File: config.mk
export PLATFORM = sky130hd
export DESIGN_NAME = placement_anneal_sched
export DESIGN_NICKNAME = d
export VERILOG_FILES = /design/src/rtl/placement_anneal_sched_pkg.sv /design/src/rtl/placement_lfsr32.sv /design/src/rtl/placement_anneal_sched.sv
export SDC_FILE = /design/constraint.sdc
export NUM_CORES = 1
export LEC_CHECK = 0
export ABC_AREA = 1
export CAP_MARGIN = 20
export CORE_UTILIZATION = 55
export CTS_BUF_LIST = sky130_fd_sc_hd__clkbuf_16
export CTS_CLUSTER_DIAMETER = 40
export DETAILED_ROUTE_END_ITERATION = 7
export HOLD_SLACK_MARGIN = 0.08
export PLACE_DENSITY = 0.86
export SKIP_LAST_GASP = 1
export SYNTH_ARGS = -nofsm -noshare
export SYNTH_HDL_FRONTEND = slang
export SYNTH_HIERARCHICAL = 1
export SYNTH_SLANG_ARGS = --single-unit
File: constraint.sdc
create_clock -name clk -period 11.46 [get_ports clk]
set_clock_uncertainty 0.2 [all_clocks]
set_input_delay 2.292 -clock clk [delete_from_list [all_inputs] [get_ports clk]]
set_output_delay 2.292 -clock clk [all_outputs]
set_load 0.05 [all_outputs]
File: src/rtl/placement_anneal_sched_pkg.sv
// Shared types and constants for the placement annealing blocks.
// Holds the scheduler state encoding, the LFSR polynomial and the cell-count helper.
package placement_anneal_sched_pkg;

    typedef enum logic [2:0] {
        S_IDLE,
        S_PICK_A,
        S_PICK_B,
        S_ISSUE,
        S_WAIT_COST,
        S_COMMIT,
        S_COOL,
        S_DONE
    } anneal_state_t;

    localparam logic [31:0] LFSR_TAPS = 32'h80200003;

    function automatic int cell_count(input int grid);
        return grid * grid;
    endfunction

endpackage

File: src/rtl/placement_lfsr32.sv
// 32-bit right-shifting Galois LFSR with synchronous load and advance enable.
// A zero seed would lock the register, so it is replaced by 1.
module placement_lfsr32
    import placement_anneal_sched_pkg::*;
(
    input  logic        clk,
    input  logic        rst,
    input  logic        load,
    input  logic [31:0] seed,
    input  logic        adv,
    output logic [31:0] lfsr
);

    always_ff @(posedge clk or negedge rst) begin
        if (!rst) begin
            lfsr <= 32'h1;
        end else if (load) begin
            lfsr <= (seed == 32'h0) ? 32'h1 : seed;
        end else if (adv) begin
            lfsr <= (lfsr >> 1) ^ (lfsr[0] ? LFSR_TAPS : 32'h0);
        end
    end

endmodule

File: src/rtl/placement_anneal_sched.sv
// Simulated-annealing scheduler: draws random cell pairs, issues swap proposals,
// accepts or rejects returned cost deltas against the temperature, and cools it.
module placement_anneal_sched
    import placement_anneal_sched_pkg::*;
#(
    parameter int grid_size   = 9,
    parameter int cell_width  = 7,
    parameter int rand_width  = 4,
    parameter int cost_width  = 16,
    parameter int temp_width  = 16,
    parameter int iter_width  = 16,
    parameter int decay_shift = 3
) (
    input  logic                         clk,
    input  logic                         rst,
    input  logic                         start,
    input  logic                         loadseed,
    input  logic [31:0]                  seed,
    input  logic [temp_width-1:0]        t_init,
    input  logic [temp_width-1:0]        t_min,
    input  logic [iter_width-1:0]        iters_per_temp,
    output logic                         swp_valid,
    input  logic                         swp_ready,
    output logic [cell_width-1:0]        swp_a,
    output logic [cell_width-1:0]        swp_b,
    input  logic                         cost_valid,
    input  logic signed [cost_width-1:0] cost_delta,
    output logic                         commit_valid,
    output logic                         commit_accept,
    input  logic                         commit_ready,
    output logic                         busy,
    output logic                         done,
    output logic [temp_width-1:0]        temp,
    output logic [31:0]                  accept_cnt
);

    localparam int cells = cell_count(grid_size);
    localparam logic [cell_width:0] cells_lim = (cell_width + 1)'(cells);
    localparam int cmp_w = (cost_width > temp_width) ? cost_width : temp_width;

    anneal_state_t state_q, state_d;

    logic [31:0]           lfsr;
    logic                  lfsr_adv;
    logic                  lfsr_load;
    logic [cell_width-1:0] cand;
    logic                  cand_ok_a;
    logic                  cand_ok_b;
    logic                  unused_lfsr_hi;

    logic [temp_width-1:0] t_min_q;
    logic [iter_width-1:0] iters_q;
    logic [iter_width-1:0] iter_q;
    logic [iter_width-1:0] iter_last;
    logic                  accept_q;
    logic [temp_width-1:0] temp_step;
    logic [temp_width-1:0] temp_cooled;

    // Positive deltas compare unsigned against the randomly scaled temperature.
    function automatic logic decide_accept(input logic signed [cost_width-1:0] delta,
                                           input logic [temp_width-1:0]        t,
                                           input logic [rand_width-1:0]        sh);
        logic [cmp_w-1:0] d_mag;
        logic [cmp_w-1:0] thr;
        d_mag = cmp_w'($unsigned(delta));
        thr   = cmp_w'(t >> sh);
        if (delta[cost_width-1] || (delta == '0)) begin
            return 1'b1;
        end
        return d_mag < thr;
    endfunction

    function automatic logic [31:0] sat_inc32(input logic [31:0] cnt);
        return (&cnt) ? cnt : cnt + 32'd1;
    endfunction

    placement_lfsr32 u_lfsr (
        .clk  (clk),
        .rst  (rst),
        .load (lfsr_load),
        .seed (seed),
        .adv  (lfsr_adv),
        .lfsr (lfsr)
    );

    assign cand           = lfsr[cell_width-1:0];
    assign cand_ok_a      = {1'b0, cand} < cells_lim;
    assign cand_ok_b      = cand_ok_a && (cand != swp_a);
    assign unused_lfsr_hi = ^lfsr[31:cell_width];

    // An iteration count of zero behaves as one proposal per temperature.
    assign iter_last = (iters_q == '0) ? '0 : iters_q - iter_width'(1);

    always_comb begin
        temp_step = temp >> decay_shift;
        if (temp_step == '0) begin
            temp_step = temp_width'(1);
        end
        temp_cooled = (temp >= temp_step) ? temp - temp_step : '0;
    end

    always_ff @(posedge clk or negedge rst) begin
        if (!rst) begin
            state_q <= S_IDLE;
        end else begin
            state_q <= state_d;
        end
    end

    always_comb begin
        state_d      = state_q;
        lfsr_adv     = 1'b0;
        lfsr_load    = 1'b0;
        swp_valid    = 1'b0;
        commit_valid = 1'b0;
        busy         = 1'b1;
        done         = 1'b0;
        case (state_q)
            S_IDLE: begin
                busy = 1'b0;
                if (loadseed) begin
                    lfsr_load = 1'b1;
                end else if (start) begin
                    state_d = (t_init < t_min) ? S_DONE : S_PICK_A;
                end
            end
            S_PICK_A: begin
                lfsr_adv = 1'b1;
                if (cand_ok_a) state_d = S_PICK_B;
            end
            S_PICK_B: begin
                lfsr_adv = 1'b1;
                if (cand_ok_b) state_d = S_ISSUE;
            end
            S_ISSUE: begin
                swp_valid = 1'b1;
                if (swp_ready) state_d = S_WAIT_COST;
            end
            S_WAIT_COST: begin
                if (cost_valid) begin
                    lfsr_adv = 1'b1;
                    state_d  = S_COMMIT;
                end
            end
            S_COMMIT: begin
                commit_valid = 1'b1;
                if (commit_ready) state_d = (iter_q == iter_last) ? S_COOL : S_PICK_A;
            end
            S_COOL: begin
                state_d = (temp_cooled < t_min_q) ? S_DONE : S_PICK_A;
            end
            S_DONE: begin
                busy = 1'b0;
                done = 1'b1;
                if (!start) state_d = S_IDLE;
            end
            default: begin
                state_d = S_IDLE;
            end
        endcase
    end

    always_ff @(posedge clk or negedge rst) begin
        if (!rst) begin
            t_min_q    <= '0;
            iters_q    <= '0;
            iter_q     <= '0;
            temp       <= '0;
            accept_cnt <= '0;
            swp_a      <= '0;
            swp_b      <= '0;
            accept_q   <= 1'b0;
        end else begin
            case (state_q)
                S_IDLE: begin
                    if (!loadseed && start) begin
                        t_min_q    <= t_min;
                        iters_q    <= iters_per_temp;
                        temp       <= t_init;
                        iter_q     <= '0;
                        accept_cnt <= '0;
                    end
                end
                S_PICK_A: if (cand_ok_a) swp_a <= cand;
                S_PICK_B: if (cand_ok_b) swp_b <= cand;
                S_WAIT_COST: begin
                    if (cost_valid) begin
                        accept_q <= decide_accept(cost_delta, temp, lfsr[rand_width-1:0]);
                    end
                end
                S_COMMIT: begin
                    if (commit_ready) begin
                        if (accept_q) accept_cnt <= sat_inc32(accept_cnt);
                        iter_q <= iter_q + iter_width'(1);
                    end
                end
                S_COOL: begin
                    temp   <= temp_cooled;
                    iter_q <= '0;
                end
                default: ;
            endcase
        end
    end

    assign commit_accept = commit_valid & accept_q;

endmodule

==> reports/qor.txt, run 1 <==
Seq/Total Area, Yosys: 34.5%
First-pass GRT wire length: 49,300 µm
Initial DRC count: 960
Yosys Warn Count: 6
Vias in the first global route: 10.2k
Layout Area Growth over Synthesis: 22.4%
Yosys top cell area share: 34.2%
Most frequent cell after synthesis: nand2_1
Critical path required time: 8.97 ns
Row cnt: 50
Setup bufs post-CTS: 0
Post-Syn Area: 0.0106 mm²
DP Wirelength: 22,900 µm
Synth Net Count: 1,660
Nets: 1,806
Met2 usage: 49.8%
Synthesis-stage register bit count: 146
Post-route ant nets: 0
Post-Route WL: 29,900 µm
Critical path type: flop to primary output
Slew @ Worst Pin: 0.864 ns
CP Launch Type: flop
CP endpoint kind: primary output
Die H: 141 µm
Synth cell types: 61
DR WL/cell: 15.6 µm
Starting Density: 56.3%
Port bufs: 169
Pwr Density: 288 mW/mm²
Die X: 141 µm
Final Setup Violations: 0
Mapped Cells: 1,495
Core ar.: 0.0188 mm²
CTS Root Cell: clkbuf_16
Antenna violations before repair: 0
Tmin final: 4.95 ns
HP Class: flop to flop
Largest net degree at the start of global routing: 84
Final std cell area, no fill: 0.0130 mm²
RSZ-0062 raised after global routing: false
Top post-synthesis cells by area: dfrtp_1 34%, nand2_1 14%, ha_1 7.2%
H-Tree Depth: 4
Via/cell ratio: 5.61
Status: complete, no violations
Area leader, netlist: dfrtp_1
Fin worst setup slack: 6.51 ns
Final hold vios: 0
Slew Limit Fails: 0
Max Fanout on Critical Path: 17
GR met1 Demand/Resource: 42.9%
CTS tree: built
Fin Setup TNS: 0 ns
Diode count: 0
DP Area: 0.0124 mm²
Syn Area/Cell: 7.09 µm²
Most used routing layer: met2
Synth Flop Type: dfrtp_1
Boundary pin count: 170
Worst R2R Start: temp[13]$_DFFE_PN0P_
Cts hold-fix bufs: 0
Pre-Repair DR Iteration Count: 6
Ys async rst share: 100%
Worst vdd ir: 0.000153 V
Die ar.: 0.0198 mm²
Layout cells sized above 1: 6.47%
Worst-path clk slew: 0.06 ns
R2r setup slk: 6.78 ns
Max Clk Rate: 0.202 GHz
Max_cap viols: 0
Post-CTS Resized: 0
Pre-CTS WS: 6.54 ns
Number of flops mapped to enable cells by yosys: 0
Clock sinks: 146
Via Count: 10.7k
Critical path capture point: commit_accept
Met3 usage: 5.23%
Gpl congestion: 0.943
Worst setup path startpoint: state_q[2]$_DFFE_PN0P_
DP Cell Count: 1,882
Worst hold slack: 0.287 ns
Final period utilization: 43.2%
Final Non-Filler Cells: 1,914
FF-to-FF End: state_q[2]$_DFFE_PN0P_
Clock Path Buffers: 2
Clock Latency Late Sink: 0.43 ns
Grt ovf: 0
CP arrival: 2.46 ns
DR DRC count: 0
GRT Overall Usage: 31.4%
R2R depth: 22
Leakage power: 5.72 nW
Commonest cells post-synth: 395 x nand2_1, 172 x inv_1, 145 x dfrtp_1
CTS buffer count: 17
Rel. slew slack: 42.2%
==> kinds of logic after synthesis <==
kind of cell,count (synthesis),synth area share [%]
flip-flops,146,34.5
AO/OA/AOI/OAI,301,16.4
multiplexers,4,0.401
adder cells (fa/ha/maj),62,7.39
AND/OR/NAND/NOR,709,29.4
buffers and inverters,240,9.22
XOR/XNOR,33,2.73
==> placed cells by master (no fill, tap or decap), types with 18 or more instances in the layout <==
cell type / n
xor2_1: 25
inv_1: 175
ha_1: 61
nand2_1: 395
nor3_1: 35
nand3_1: 49
dfrtp_1: 145
a21oi_1: 100
o21ai_0: 109
clkdlybuf4s50_1: 168
inv_2: 19
nor2_1: 139
o211ai_1: 18
nand4_1: 30
==> state kept, by name, summed over array words and instances, names as in the netlist <==
signal / count
accept_q: 1
t_min_q: 16
temp: 16
accept_cnt: 32
swp_a: 7
state_q: 3
iters_q: 16
swp_b: 7
iter_q: 16
u_lfsr/lfsr: 32
==> per-stage QoR <==
| stage | power (W) | util [%] |
|---|---|---|
| finish | 0.00374 | 68.9 |
| global placement | 0.00308 | 65.9 |
| detailed placement | 0.00315 | 65.9 |
| global route | 0.00407 | 68.9 |
| floorplan | 0.00258 | - |
| CTS | 0.00372 | 68.9 |
==> cell type report <==
class,count,area [µm²]
Clock buffer,17,425
Clock inverter,15,145
Multi-Input combinational cell,1109,5970
Inverter,194,731
Timing Repair Buffer,173,1720
Fill cell,1572,5850
Sequential cell,146,3650
Tap cell,260,325
==> how the worst min path moves through the flow <==
stage                       startpoint                 endpoint  cells after the start
6_report          swp_b[6]$_DFFE_PN0P_     swp_b[6]$_DFFE_PN0P_                      1
5_1_grt           swp_b[6]$_DFFE_PN0P_     swp_b[6]$_DFFE_PN0P_                      1
4_1_cts         t_min_q[9]$_DFFE_PN0P_   t_min_q[9]$_DFFE_PN0P_                      2
3_5_place_dp    t_min_q[9]$_DFFE_PN0P_   t_min_q[9]$_DFFE_PN0P_                      2
3_3_place_gp    t_min_q[4]$_DFFE_PN0P_   t_min_q[4]$_DFFE_PN0P_                      2
2_1_floorplan  t_min_q[10]$_DFFE_PN0P_  t_min_q[10]$_DFFE_PN0P_                      2
==> per-layer routing <==
layer	share of wire [%]	vias up
li1	-	5218
met3	7.5	68
met5	0	-
met1	43	4944
met4	3.0	0
met2	46	507
==> critical path: stages (launching register included) <==
cell	delay (ns)
dfrtp_1	0.42
inv_2	0.11
nor2_2	0.13
nand2_4	0.18
nor2_1	0.32
clkdlybuf4s50_1	0.86
==> power breakdown <==
part           internal [W]  switching, W  total, W
clock network      0.000318      0.000230  0.000548
logic              0.000785       0.00148   0.00227
registers          0.000714      0.000214  0.000927
total               0.00182       0.00192   0.00374
No activity file was read; power rests on OpenSTA's default activity.
==> run 2, diff against run 1 <==
--- a/config.mk
+++ b/config.mk
@@ -7,12 +7,12 @@
 export LEC_CHECK = 0
 export ABC_AREA = 1
 export CAP_MARGIN = 20
-export CORE_UTILIZATION = 55
+export CORE_UTILIZATION = 50
 export CTS_BUF_LIST = sky130_fd_sc_hd__clkbuf_16
 export CTS_CLUSTER_DIAMETER = 40
 export DETAILED_ROUTE_END_ITERATION = 7
 export HOLD_SLACK_MARGIN = 0.08
-export PLACE_DENSITY = 0.86
+export PLACE_DENSITY = 0.82
 export SKIP_LAST_GASP = 1
 export SYNTH_ARGS = -nofsm -noshare
 export SYNTH_HDL_FRONTEND = slang
==> constraint.sdc (replaced) <==
create_clock -name clk -period 4.3 [get_ports clk]
set_clock_uncertainty 0.2 [all_clocks]
set_input_delay 0.86 -clock clk [delete_from_list [all_inputs] [get_ports clk]]
set_output_delay 0.86 -clock clk [all_outputs]
set_load 0.05 [all_outputs]
==> run 2 against run 1 <==
Compared with the run above: highest routed layer is now met5; global-route usage shrank 2.4 points; sequential share of layout area down 0.82 points; hold slack worse by 0.013 ns; sequential power grew to 2.6 times the previous value; power increased to 2.8 times the previous value; critical path depth up 21; count of clock-buffer cells in the layout unchanged; worst setup slack got worse by 6.3 ns; routed wire length increased by 2.8%; design area rose by 3.0%; die area increased by 9.9%; first-iteration DRC count fell by 7.3%.
==> reports/qor.txt, run 2 (synthesis gave the netlist of run 1 again) <==
Status: complete, no violations (unchanged)
Final period utilization: 94.6%
Port bufs: 169 (unchanged)
Slew Limit Fails: 0 (unchanged)
DP Cell Count: 1,913 (was 1,882)
First-pass GRT wire length: 50,600 µm (was 49,300 µm)
DP Wirelength: 23,600 µm (was 22,900 µm)
Row cnt: 52 (was 50)
Most common cell after layout, fill and taps aside: nand2_1 (unchanged)
Rel. slew slack: 42.4% (was 42.2%)
Pre-Repair DR Iteration Count: 6 (unchanged)
Post-route ant nets: 0 (unchanged)
Final hold vios: 0 (unchanged)
Slew @ Worst Pin: 0.860 ns (was 0.864 ns)
Fin worst setup slack: 0.230 ns (was 6.51 ns)
Antenna violations before repair: 2 (was 0)
CTS tree: built (unchanged)
Die ar.: 0.0218 mm² (was 0.0198 mm²)
Starting Density: 51.7% (was 56.3%)
Layout Area Growth over Synthesis: 26.1% (was 22.4%)
H-Tree Depth: 4 (unchanged)
Largest net degree at the start of global routing: 82 (was 84)
Boundary pin count: 170 (unchanged)
Via Count: 10.8k (was 10.7k)
Gpl congestion: 0.937 (was 0.943)
Max Fanout on Critical Path: 4 (was 17)
Max_cap viols: 0 (unchanged)
Total power: 0.0105 W (was 0.00374 W)
Pwr Density: 785 mW/mm² (was 288 mW/mm²)
Clock Path Buffers: 2 (unchanged)
Worst vdd ir: 0.000507 V (was 0.000153 V)
HP Class: input pin to async pin (was flop to flop)
Layout cells sized above 1: 9.66% (was 6.47%)
Core ar.: 0.0205 mm² (was 0.0188 mm²)
Clock Latency Late Sink: 0.44 ns (was 0.43 ns)
Grt ovf: 0 (unchanged)
CP Launch Type: flop (unchanged)
GRT Overall Usage: 29.0% (was 31.4%)
Critical path type: flop to flop (was flop to primary output)
Clock sinks: 146 (unchanged)
Critical path required time: 4.48 ns (was 8.97 ns)
Pre-CTS WS: 0.0841 ns (was 6.54 ns)
CTS Root Cell: clkbuf_16 (unchanged)
CP endpoint kind: flop (was primary output)
CP arrival: 4.25 ns (was 2.46 ns)
Die X: 148 µm (was 141 µm)
Final Setup Violations: 0 (unchanged)
Vias in the first global route: 10.3k (was 10.2k)
Most frequent cells in the layout: 390 x nand2_1, 168 x clkdlybuf4s50_1, 165 x inv_1 (was 395 x nand2_1, 175 x inv_1, 168 x clkdlybuf4s50_1)
Worst-path clk slew: 0.07 ns (was 0.06 ns)
Top flop regs: accept_cnt x32, u_lfsr/lfsr x32 (unchanged)
Die H: 148 µm (was 141 µm)
Leakage power: 5.91 nW (was 5.72 nW)
Max Clk Rate: 0.246 GHz
Nets: 1,840 (was 1,806)
Initial DRC count: 890 (was 960)
Tmin final: 4.07 ns
DR WL/cell: 15.7 µm (was 15.6 µm)
Via/cell ratio: 5.50 (was 5.61)
Final Non-Filler Cells: 1,959 (was 1,914)
CTS buffer count: 17 (unchanged)
DR DRC count: 0 (unchanged)
Post-Route WL: 30,800 µm (was 29,900 µm)
[run 2: layout make-up]
cell class	count	area (µm²)
clock inverter	15	170
timing repair buffer	207	2000
inverter	194	731
clock buffer	17	425
tap	270	338
fill	1784	7130
antenna	1	2.50
sequential	146	3650
multi-input combinational	1109	6040
[run 2: final timing paths]
check                                           from                         end  slack [ns]  cells past startpoint
max in group asynchronous                        rst  u_lfsr/lfsr[0]$_DFFE_PN1P_        2.77                      2
worst max-delay path             temp[5]$_DFFE_PN0P_      state_q[1]$_DFFE_PN0P_        0.23                     26
min in group clk                swp_b[0]$_DFFE_PN0P_        swp_b[0]$_DFFE_PN0P_        0.29                      1
worst min register to register  swp_b[0]$_DFFE_PN0P_        swp_b[0]$_DFFE_PN0P_        0.29                      1
worst min-delay path                             rst        temp[13]$_DFFE_PN0P_        0.27                      1
worst max register to register   temp[5]$_DFFE_PN0P_      state_q[1]$_DFFE_PN0P_        0.23                     26
[run 2: timing repair]
item	4_1_cts	5_1_grt
buffers inserted	0	13
hold buffers	0	0
setup endpoints to repair	0	2
gates resized for setup	0	24
[run 2: worst max-delay path, cell delays in order, from the launching register on]
cell	delay [ns]
dfrtp_1	0.40
inv_2	0.09
nand4_1	0.15
o41ai_4	0.40
ha_2	0.23
inv_2	0.04
fa_2	0.36
nand2_2	0.08
nand2_2	0.07
nand3_4	0.09
nand2_4	0.06
inv_2	0.07
nor2_1	0.04
nor2_1	0.10
inv_1	0.06
nand2_2	0.07
nand2_2	0.07
o21ai_2	0.17
a21oi_2	0.06
ha_1	0.31
nand2_1	0.06
o21ai_1	0.06
a2111oi_2	0.35
nand2_1	0.19
nand4_1	0.13
nand2_1	0.06
inv_1	0.04
[run 2: metal layers]
layer  vias to the layer above  track usage (%)  routed length (µm)
met5                         -                0                  12
met4                         2             10.4                 844
met3                        77             6.42                2310
met2                       439             46.1               14000
met1                      4949             38.9               13600
li1                       5299                -                   -
[run 2: per-stage QoR]
stage                     hold slack [ns]  cell area, µm²  util (%)  setup TNS, ns
after floorplan                     0.253           10600         -              0
after global placement              0.267           12600      61.5              0
after detailed placement            0.279           12600      61.5              0
after CTS                           0.293           13200      64.4              0
after global routing                0.305           13400      65.2         -0.101
final                               0.273           13400      65.2              0
[run 2: report_power, final]
group | internal (W) | leakage (nW) | switching (W)
logic | 0.00237 | 3.80 | 0.00415
registers | 0.00190 | 1.82 | 0.000527
clock network | 0.000873 | 0.288 | 0.000657
